$ cat src/rtl/microgreen_pkg.sv
// Shared types and helpers for the OV7670 capture front end.
// Holds the camera FSM state enum, default counter widths and the RGB565 -> RGB888 expansion.
package microgreen_pkg;

  localparam int ROW_W_DEF = 9;
  localparam int COL_W_DEF = 10;

  typedef enum logic [1:0] {
    WAIT_FRAME,
    FRAME_GAP,
    ACTIVE
  } cam_state_t;

  // Each channel's MSBs are replicated into its LSBs, so full scale maps to 0xFF.
  function automatic logic [23:0] rgb565_to_rgb888(input logic [15:0] p);
    return {p[15:11], p[15:13], p[10:5], p[10:9], p[4:0], p[4:2]};
  endfunction

endpackage

$ cat src/rtl/ov7670_pixel_capture_if.sv
// Tagged pixel stream (valid/ready) leaving the capture block.
interface ov7670_pixel_capture_if #(
  parameter int ROW_W = 9,
  parameter int COL_W = 10
);
  logic             pix_valid;
  logic             pix_ready;
  logic [23:0]      pix_rgb;
  logic [ROW_W-1:0] pix_row;
  logic [COL_W-1:0] pix_col;

  modport master (output pix_valid, pix_rgb, pix_row, pix_col, input pix_ready);
  modport slave  (input pix_valid, pix_rgb, pix_row, pix_col, output pix_ready);
endinterface

$ cat src/rtl/pixcap_fifo.sv
// Generic synchronous FIFO; a push into a full FIFO is accepted when a pop happens on the same cycle.
module pixcap_fifo #(
  parameter int WIDTH = 8,
  parameter int DEPTH = 4
) (
  input  logic             clk,
  input  logic             rst_n,
  input  logic             push,
  input  logic [WIDTH-1:0] din,
  input  logic             pop,
  output logic [WIDTH-1:0] dout,
  output logic             valid,
  output logic             full
);
  localparam int AW = $clog2(DEPTH);

  logic [WIDTH-1:0] mem [DEPTH];
  logic [AW-1:0]    wp, rp;
  logic [AW:0]      cnt;
  logic             wr, rd;

  assign valid = (cnt != '0);
  assign full  = (cnt == (AW+1)'(DEPTH));
  assign rd    = pop & valid;
  assign wr    = push & (~full | rd);
  // Hold the head at zero while empty so the stream is quiet out of reset.
  assign dout  = valid ? mem[rp] : '0;

  always_ff @(posedge clk)
    if (wr) mem[wp] <= din;

  always_ff @(posedge clk or negedge rst_n)
    if (!rst_n) begin
      wp  <= '0;
      rp  <= '0;
      cnt <= '0;
    end else begin
      if (wr) wp <= wp + AW'(1);
      if (rd) rp <= rp + AW'(1);
      cnt <= cnt + (AW+1)'(wr) - (AW+1)'(rd);
    end
endmodule

$ cat src/rtl/ov7670_pixel_capture.sv
// OV7670 capture: oversampled camera port -> RGB888 pixels with row/col tags on a valid/ready FIFO.
// Define PIXCAP_CROP_EN to add an inclusive crop window (crop_x0/x1, crop_y0/y1).
module ov7670_pixel_capture
  import microgreen_pkg::*;
#(
  parameter int SYNC_STAGES = 2,
  parameter int FIFO_DEPTH  = 4,
  parameter int ROW_W       = ROW_W_DEF,
  parameter int COL_W       = COL_W_DEF
) (
  input  logic                  clk,
  input  logic                  rst_n,
  input  logic                  ena,
  input  logic [7:0]            cam_d,
  input  logic                  cam_vsync,
  input  logic                  cam_href,
  input  logic                  cam_pclk,
`ifdef PIXCAP_CROP_EN
  input  logic [COL_W-1:0]      crop_x0,
  input  logic [COL_W-1:0]      crop_x1,
  input  logic [ROW_W-1:0]      crop_y0,
  input  logic [ROW_W-1:0]      crop_y1,
`endif
  ov7670_pixel_capture_if.master pix,
  output logic                  frame_start,
  output logic                  frame_end,
  output logic                  line_end,
  output logic                  ovf,
  output logic                  odd_err
);
  localparam int PW = 24 + ROW_W + COL_W;

  logic [SYNC_STAGES-1:0]      pclk_sr, vs_sr, hr_sr;
  logic [SYNC_STAGES-1:0][7:0] d_sr;
  logic                        pclk_q, vs_q, hr_q;
  logic                        pclk_s, vs_s, hr_s;
  logic [7:0]                  d_s;

  cam_state_t       state, state_nxt;
  logic             phase, phase_n;
  logic [7:0]       hi, hi_n;
  logic [ROW_W-1:0] row, row_n;
  logic [COL_W-1:0] col, col_n;
  logic             ovf_n, odd_n;
  logic             armed, pix_evt, line_evt, frame_evt, end_evt;
  logic             push, pop, in_win, fifo_full;
  logic [23:0]      rgb_new;
  logic [PW-1:0]    fifo_dout;

  // Data rides an equal-depth delay line so it stays aligned with the synced pclk edge.
  always_ff @(posedge clk or negedge rst_n)
    if (!rst_n) begin
      pclk_sr <= '0;
      vs_sr   <= '0;
      hr_sr   <= '0;
      d_sr    <= '0;
      pclk_q  <= 1'b0;
      vs_q    <= 1'b0;
      hr_q    <= 1'b0;
    end else begin
      pclk_sr <= {pclk_sr[SYNC_STAGES-2:0], cam_pclk};
      vs_sr   <= {vs_sr[SYNC_STAGES-2:0], cam_vsync};
      hr_sr   <= {hr_sr[SYNC_STAGES-2:0], cam_href};
      d_sr    <= {d_sr[SYNC_STAGES-2:0], cam_d};
      pclk_q  <= pclk_s;
      vs_q    <= vs_s;
      hr_q    <= hr_s;
    end

  assign pclk_s = pclk_sr[SYNC_STAGES-1];
  assign vs_s   = vs_sr[SYNC_STAGES-1];
  assign hr_s   = hr_sr[SYNC_STAGES-1];
  assign d_s    = d_sr[SYNC_STAGES-1];

  assign armed     = (state == ACTIVE);
  assign pix_evt   = ena & armed & pclk_s & ~pclk_q & hr_s;
  assign line_evt  = ena & armed & ~hr_s & hr_q;
  assign frame_evt = ena & vs_s & ~vs_q;
  // The active region closes on the vsync edge that opens the next inter-frame gap.
  assign end_evt   = frame_evt & armed;

  always_ff @(posedge clk or negedge rst_n)
    if (!rst_n) state <= WAIT_FRAME;
    else        state <= state_nxt;

  always_comb begin
    state_nxt = state;
    if (ena) begin
      if (vs_s & ~vs_q)                          state_nxt = FRAME_GAP;
      else if (~vs_s & vs_q && state == FRAME_GAP) state_nxt = ACTIVE;
    end
  end

`ifdef PIXCAP_CROP_EN
  assign in_win = (col >= crop_x0) && (col <= crop_x1) && (row >= crop_y0) && (row <= crop_y1);
`else
  assign in_win = 1'b1;
`endif

  assign rgb_new = rgb565_to_rgb888({hi, d_s});
  assign pop     = pix.pix_valid & pix.pix_ready;

  // Pixel handling precedes the line end so a coincident href fall sees the post-pixel phase.
  always_comb begin
    phase_n = phase;
    hi_n    = hi;
    row_n   = row;
    col_n   = col;
    ovf_n   = ovf;
    odd_n   = odd_err;
    push    = 1'b0;
    if (pix_evt) begin
      if (!phase) begin
        hi_n    = d_s;
        phase_n = 1'b1;
      end else begin
        push    = in_win;
        phase_n = 1'b0;
        if (col != '1) col_n = col + COL_W'(1);
      end
    end
    if (line_evt) begin
      if (phase_n) odd_n = 1'b1;
      phase_n = 1'b0;
      col_n   = '0;
      if (row != '1) row_n = row + ROW_W'(1);
    end
    if (push && fifo_full && !pop) ovf_n = 1'b1;
    if (frame_evt) begin
      row_n   = '0;
      col_n   = '0;
      phase_n = 1'b0;
      ovf_n   = 1'b0;
      odd_n   = 1'b0;
    end
  end

  always_ff @(posedge clk or negedge rst_n)
    if (!rst_n) begin
      phase       <= 1'b0;
      hi          <= '0;
      row         <= '0;
      col         <= '0;
      ovf         <= 1'b0;
      odd_err     <= 1'b0;
      frame_start <= 1'b0;
      frame_end   <= 1'b0;
      line_end    <= 1'b0;
    end else begin
      phase       <= phase_n;
      hi          <= hi_n;
      row         <= row_n;
      col         <= col_n;
      ovf         <= ovf_n;
      odd_err     <= odd_n;
      frame_start <= frame_evt;
      frame_end   <= end_evt;
      line_end    <= line_evt;
    end

  pixcap_fifo #(.WIDTH(PW), .DEPTH(FIFO_DEPTH)) u_fifo (
    .clk   (clk),
    .rst_n (rst_n),
    .push  (push),
    .din   ({rgb_new, row, col}),
    .pop   (pop),
    .dout  (fifo_dout),
    .valid (pix.pix_valid),
    .full  (fifo_full)
  );

  assign {pix.pix_rgb, pix.pix_row, pix.pix_col} = fifo_dout;

endmodule

$ cat src/flat_wrapper.sv
// flat-port wrapper written by rule: the top's interface ports become plain ports
module ov7670_pixel_capture_flat import microgreen_pkg::*;
#(
  parameter int SYNC_STAGES = 2,
  parameter int FIFO_DEPTH  = 4,
  parameter int ROW_W       = ROW_W_DEF,
  parameter int COL_W       = COL_W_DEF
)
  (clk, rst_n, ena, cam_d, cam_vsync, cam_href, cam_pclk, frame_start, frame_end, line_end, ovf, odd_err, pix_pix_valid, pix_pix_rgb, pix_pix_row, pix_pix_col, pix_pix_ready);
  ov7670_pixel_capture_if #(.ROW_W(ROW_W), .COL_W(COL_W)) pix_i ();
  input  logic clk;
  input  logic rst_n;
  input  logic ena;
  input  logic [7:0] cam_d;
  input  logic cam_vsync;
  input  logic cam_href;
  input  logic cam_pclk;
  output logic frame_start;
  output logic frame_end;
  output logic line_end;
  output logic ovf;
  output logic odd_err;
  output wire logic [$bits(pix_i.pix_valid)-1:0] pix_pix_valid;
  output wire logic [$bits(pix_i.pix_rgb)-1:0] pix_pix_rgb;
  output wire logic [$bits(pix_i.pix_row)-1:0] pix_pix_row;
  output wire logic [$bits(pix_i.pix_col)-1:0] pix_pix_col;
  input wire logic [$bits(pix_i.pix_ready)-1:0] pix_pix_ready;
  assign pix_pix_valid = pix_i.pix_valid;
  assign pix_pix_rgb = pix_i.pix_rgb;
  assign pix_pix_row = pix_i.pix_row;
  assign pix_pix_col = pix_i.pix_col;
  assign pix_i.pix_ready = pix_pix_ready;
  ov7670_pixel_capture #(.SYNC_STAGES(SYNC_STAGES), .FIFO_DEPTH(FIFO_DEPTH), .ROW_W(ROW_W), .COL_W(COL_W)) u_core (.clk(clk), .rst_n(rst_n), .ena(ena), .cam_d(cam_d), .cam_vsync(cam_vsync), .cam_href(cam_href), .cam_pclk(cam_pclk), .pix(pix_i), .frame_start(frame_start), .frame_end(frame_end), .line_end(line_end), .ovf(ovf), .odd_err(odd_err));
endmodule
$ cat config.mk
export PLATFORM = sky130hd
export DESIGN_NAME = ov7670_pixel_capture_flat
export DESIGN_NICKNAME = d
export VERILOG_FILES = /design/src/rtl/microgreen_pkg.sv /design/src/rtl/ov7670_pixel_capture_if.sv /design/src/rtl/pixcap_fifo.sv /design/src/rtl/ov7670_pixel_capture.sv /design/src/flat_wrapper.sv
export SDC_FILE = /design/constraint.sdc
export NUM_CORES = 1
export LEC_CHECK = 0
export CAP_MARGIN = 0
export CORE_UTILIZATION = 41
export DETAILED_ROUTE_END_ITERATION = 16
export GPL_ROUTABILITY_DRIVEN = 0
export PLACE_DENSITY = 0.67
export SLEW_MARGIN = 20
export SYNTH_ARGS = -nofsm -noshare
export SYNTH_HDL_FRONTEND = slang
export SYNTH_SLANG_ARGS = --single-unit
$ cat constraint.sdc
create_clock -name clk -period 3.67 [get_ports clk]
set_input_delay 0.367 -clock clk [delete_from_list [all_inputs] [get_ports clk]]
set_output_delay 0.367 -clock clk [all_outputs]
set_load 0.01 [all_outputs]
==> key figures <==
Floorplanning
  • Die Area: 0.0202 mm²
  • Die X: 142 µm
  • Core area: 0.0190 mm²
  • Rows: 50
  • Die height: 142 µm
  • Starting Density: 42.4%
  • I/O pin total: 64

Routing
  • Residual DRC: 0
  • Antenna Nets Post-Route: 0
  • First drt pass iteration count: 4
  • Number of vias per cell: 5.06
  • Vias: 4,030
  • Routed WL: 14.2 mm
  • WL/cell: 17.8 µm
  • Drt first-iter violations: 232

Critical path
  • Worst Setup SP: u_core.u_fifo.rp[1]
  • CP Cell Sequence: buf_4, mux4_2, and2_1, clkdlybuf4s50_1
  • CP required: 3.30 ns
  • Largest stage delay, worst path: 0.51 ns
  • Element type at the critical path end: output pin
  • Slowest CP cell: dfrtp_1
  • Critical Path Start Type: flip-flop
  • CP max FO: 30
  • CP Class: reg -> out
  • Worst EP arrival: 2.58 ns
  • RR Startpoint: u_core.state[0]
  • Delay-heaviest family, CP: buffers and inverters
  • CP Buf/Inv Count: 2

Global route
  • Largest net degree at the start of global routing: 68
  • Vias in the first global route: 4,367
  • GRT Residual Overflow: 0
  • First-pass GRT wire length: 23.2 mm
  • GR Util All Layers: 15.1%
  • Initial antenna violation count: 0

STA
  • Worst slew pin tran: 0.915 ns
  • Achievable frequency: 340 MHz
  • Setup TNS: 0 ns
  • Slew Limit Fails: 0
  • Skew final: 0.00826 ns
  • RSZ-0062 raised after global routing: false
  • Worst slew margin: 39.0%
  • Final Hold Viols: 9
  • Final setup vio count: 0
  • Tmin final: 2.94 ns
  • Period utilisation layout: 80.2%
  • Worst hold slack: -0.0152 ns

Clock network
  • Clock slew at reported path FFs: 0.06 ns
  • CTS Sinks: 207
  • CTS Root Buffer Type: clkbuf_16
  • Post_cts resized: 0
  • Total CTS buffers: 21
  • CTS tree: yes
  • Clock Path Buffers: 3
  • Hold Buf Count CTS: 0
  • Post-CTS Setup Inserts: 0
  • Worst-Skew Late Latency: 0.49 ns
  • H-tree Lvls: 1

Hold path
  • Hold Path Class: in -> async

Finish
  • Ant. Diodes: 0
  • Layout cells sized above 1: 16.8%
  • NumNets Final: 548
  • Final design utilization: 50.5%
  • Area growth syn-to-layout: 19.2%

Synth
  • Post-synth cell types: 42
  • Mapped cell area: 0.00803 mm²
  • Mean post-synth cell area: 17.8 µm²
  • Yosys warnings: 0
  • Prevailing post-synth register cell: edfxtp_1
  • Sequential share of the synthesized area: 73.2%
  • Synth Register Bits: 207
  • Synth Net Count: 478
  • EDFF count, synth: 140
  • Syn Inst Count: 451
  • Area contributors post-synth: edfxtp_1 52%, dfrtp_1 21%, mux4_2 9.8%
  • Cell taking the most area after synthesis: edfxtp_1
  • Yosys top cell area share: 52.3%
  • Ys async rst share: 32.4%

Job
  • # Max-Cap Violations: 0

Placed design
  • I/O Buffers: 63
  • DP HPWL: 8.52 mm

Pwr
  • Design Power: 0.00660 W
  • VDD IR max: 0.000328 V
  • Power Dens Cells: 689 mW/mm²
  • Leakage: 3.31 nW

Outcome
  • Status: finished, violations left
  • Failing checks: negative hold slack
==> placed cells by master (no fill, tap or decap), types with 4 or more instances in the layout <==
cell type	instances
a21oi_1	10
and2_1	40
buf_4	11
clkbuf_16	21
clkdlybuf4s50_1	62
clkinv_2	7
dfrtp_1	66
edfxtp_1	140
ha_1	11
inv_1	9
mux2_2	8
mux4_2	35
nand2_1	14
nand3_1	4
nand4_1	5
nor2_1	16
nor3_1	7
o21ai_0	6
o31ai_1	5
or3_1	4
or4_1	4
xnor2_1	7
xor2_1	4
==> synthesized netlist by cell type, drive strengths merged (3+ instances only) <==
library cell and instances:
edfxtp 140, dfrtp 67, and2 40, mux4 35, nor2 16, buf 15
nand2 14, clkbuf 11, ha 11, a21oi 10, inv 9, mux2 8
nor3 8, xnor2 7, o21ai 6, nand4 5, o31ai 5, nand3 4
or3 4, or4 4, xor2 4, and4 3, mux2i 3
==> metal layers <==
layer	global-route usage, %	vias up	wire length, µm
met5	0	-	0
met4	3.34	0	229
met3	2.69	19	636
met2	26.6	102	7190
met1	19.4	2056	6150
li1	-	1853	-
==> power by group <==
group	internal, W	total, W	switching (W)
clock	0.00114	0.00198	0.000841
combinational	0.00107	0.00184	0.000779
sequential	0.00265	0.00277	0.000121
total	0.00486	0.00660	0.00174
==> flip-flops by register name (all words and copies together) (netlist names), 2 cells and up <==
| register | flops |
|---|---|
| u_core.u_fifo.mem | 140 |
| u_core.col | 10 |
| u_core.row | 9 |
| u_core.d_s | 8 |
| u_core.d_sr | 8 |
| u_core.hi | 8 |
| u_core.u_fifo.cnt | 3 |
| u_core.hr_sr | 2 |
| u_core.pclk_sr | 2 |
| u_core.state | 2 |
| u_core.u_fifo.rp | 2 |
| u_core.u_fifo.wp | 2 |
| u_core.vs_sr | 2 |
==> path summary, 6_finish.rpt <==
kind | endpoint | slack (ns) | cells past startpoint
setup / recovery | pix_pix_col[6] | 0.73 | 4
hold / removal | u_core.u_fifo.cnt[2] | -0.02 | 1
setup reg to reg | u_core.u_fifo.cnt[2] | 0.94 | 13
hold reg to reg | u_core.pclk_sr[1] | 0.35 | 0
max in group asynchronous | u_core.u_fifo.rp[0] | 3.02 | 1
min in group clk | u_core.d_sr[7] | 0.31 | 1
==> kinds of logic after synthesis <==
logic type               after synthesis  share of synthesized area [%]
adder cells (fa/ha/maj)               12                           1.96
buffers and inverters                 35                           2.15
flip-flops                           207                           73.2
AO/OA/AOI/OAI                         26                           1.95
AND/OR/NAND/NOR                      114                           8.24
XOR/XNOR                              11                           1.20
multiplexers                          46                           11.3
==> cell type report <==
class	count	area (µm²)
clock buffer	24	547
clock inverter	14	101
fill	1559	9380
inverter	9	33.8
multi-input combinational	209	1990
sequential	207	5880
tap	260	325
timing repair buffer	73	703
==> through the flow <==
| step | area (µm²) | setup WS [ns] | std cells |
|---|---|---|---|
| 6_report | 9580 | 0.726 | 796 |
| 5_1_grt | 9580 | 0.650 | 796 |
| 4_1_cts | 9570 | 0.686 | 796 |
| 3_5_place_dp | 8920 | 0.470 | 758 |
| 3_3_place_gp | 8920 | 0.504 | 758 |
| 2_1_floorplan | 8030 | 0.764 | 451 |
Power figures use the tool's default switching activity.
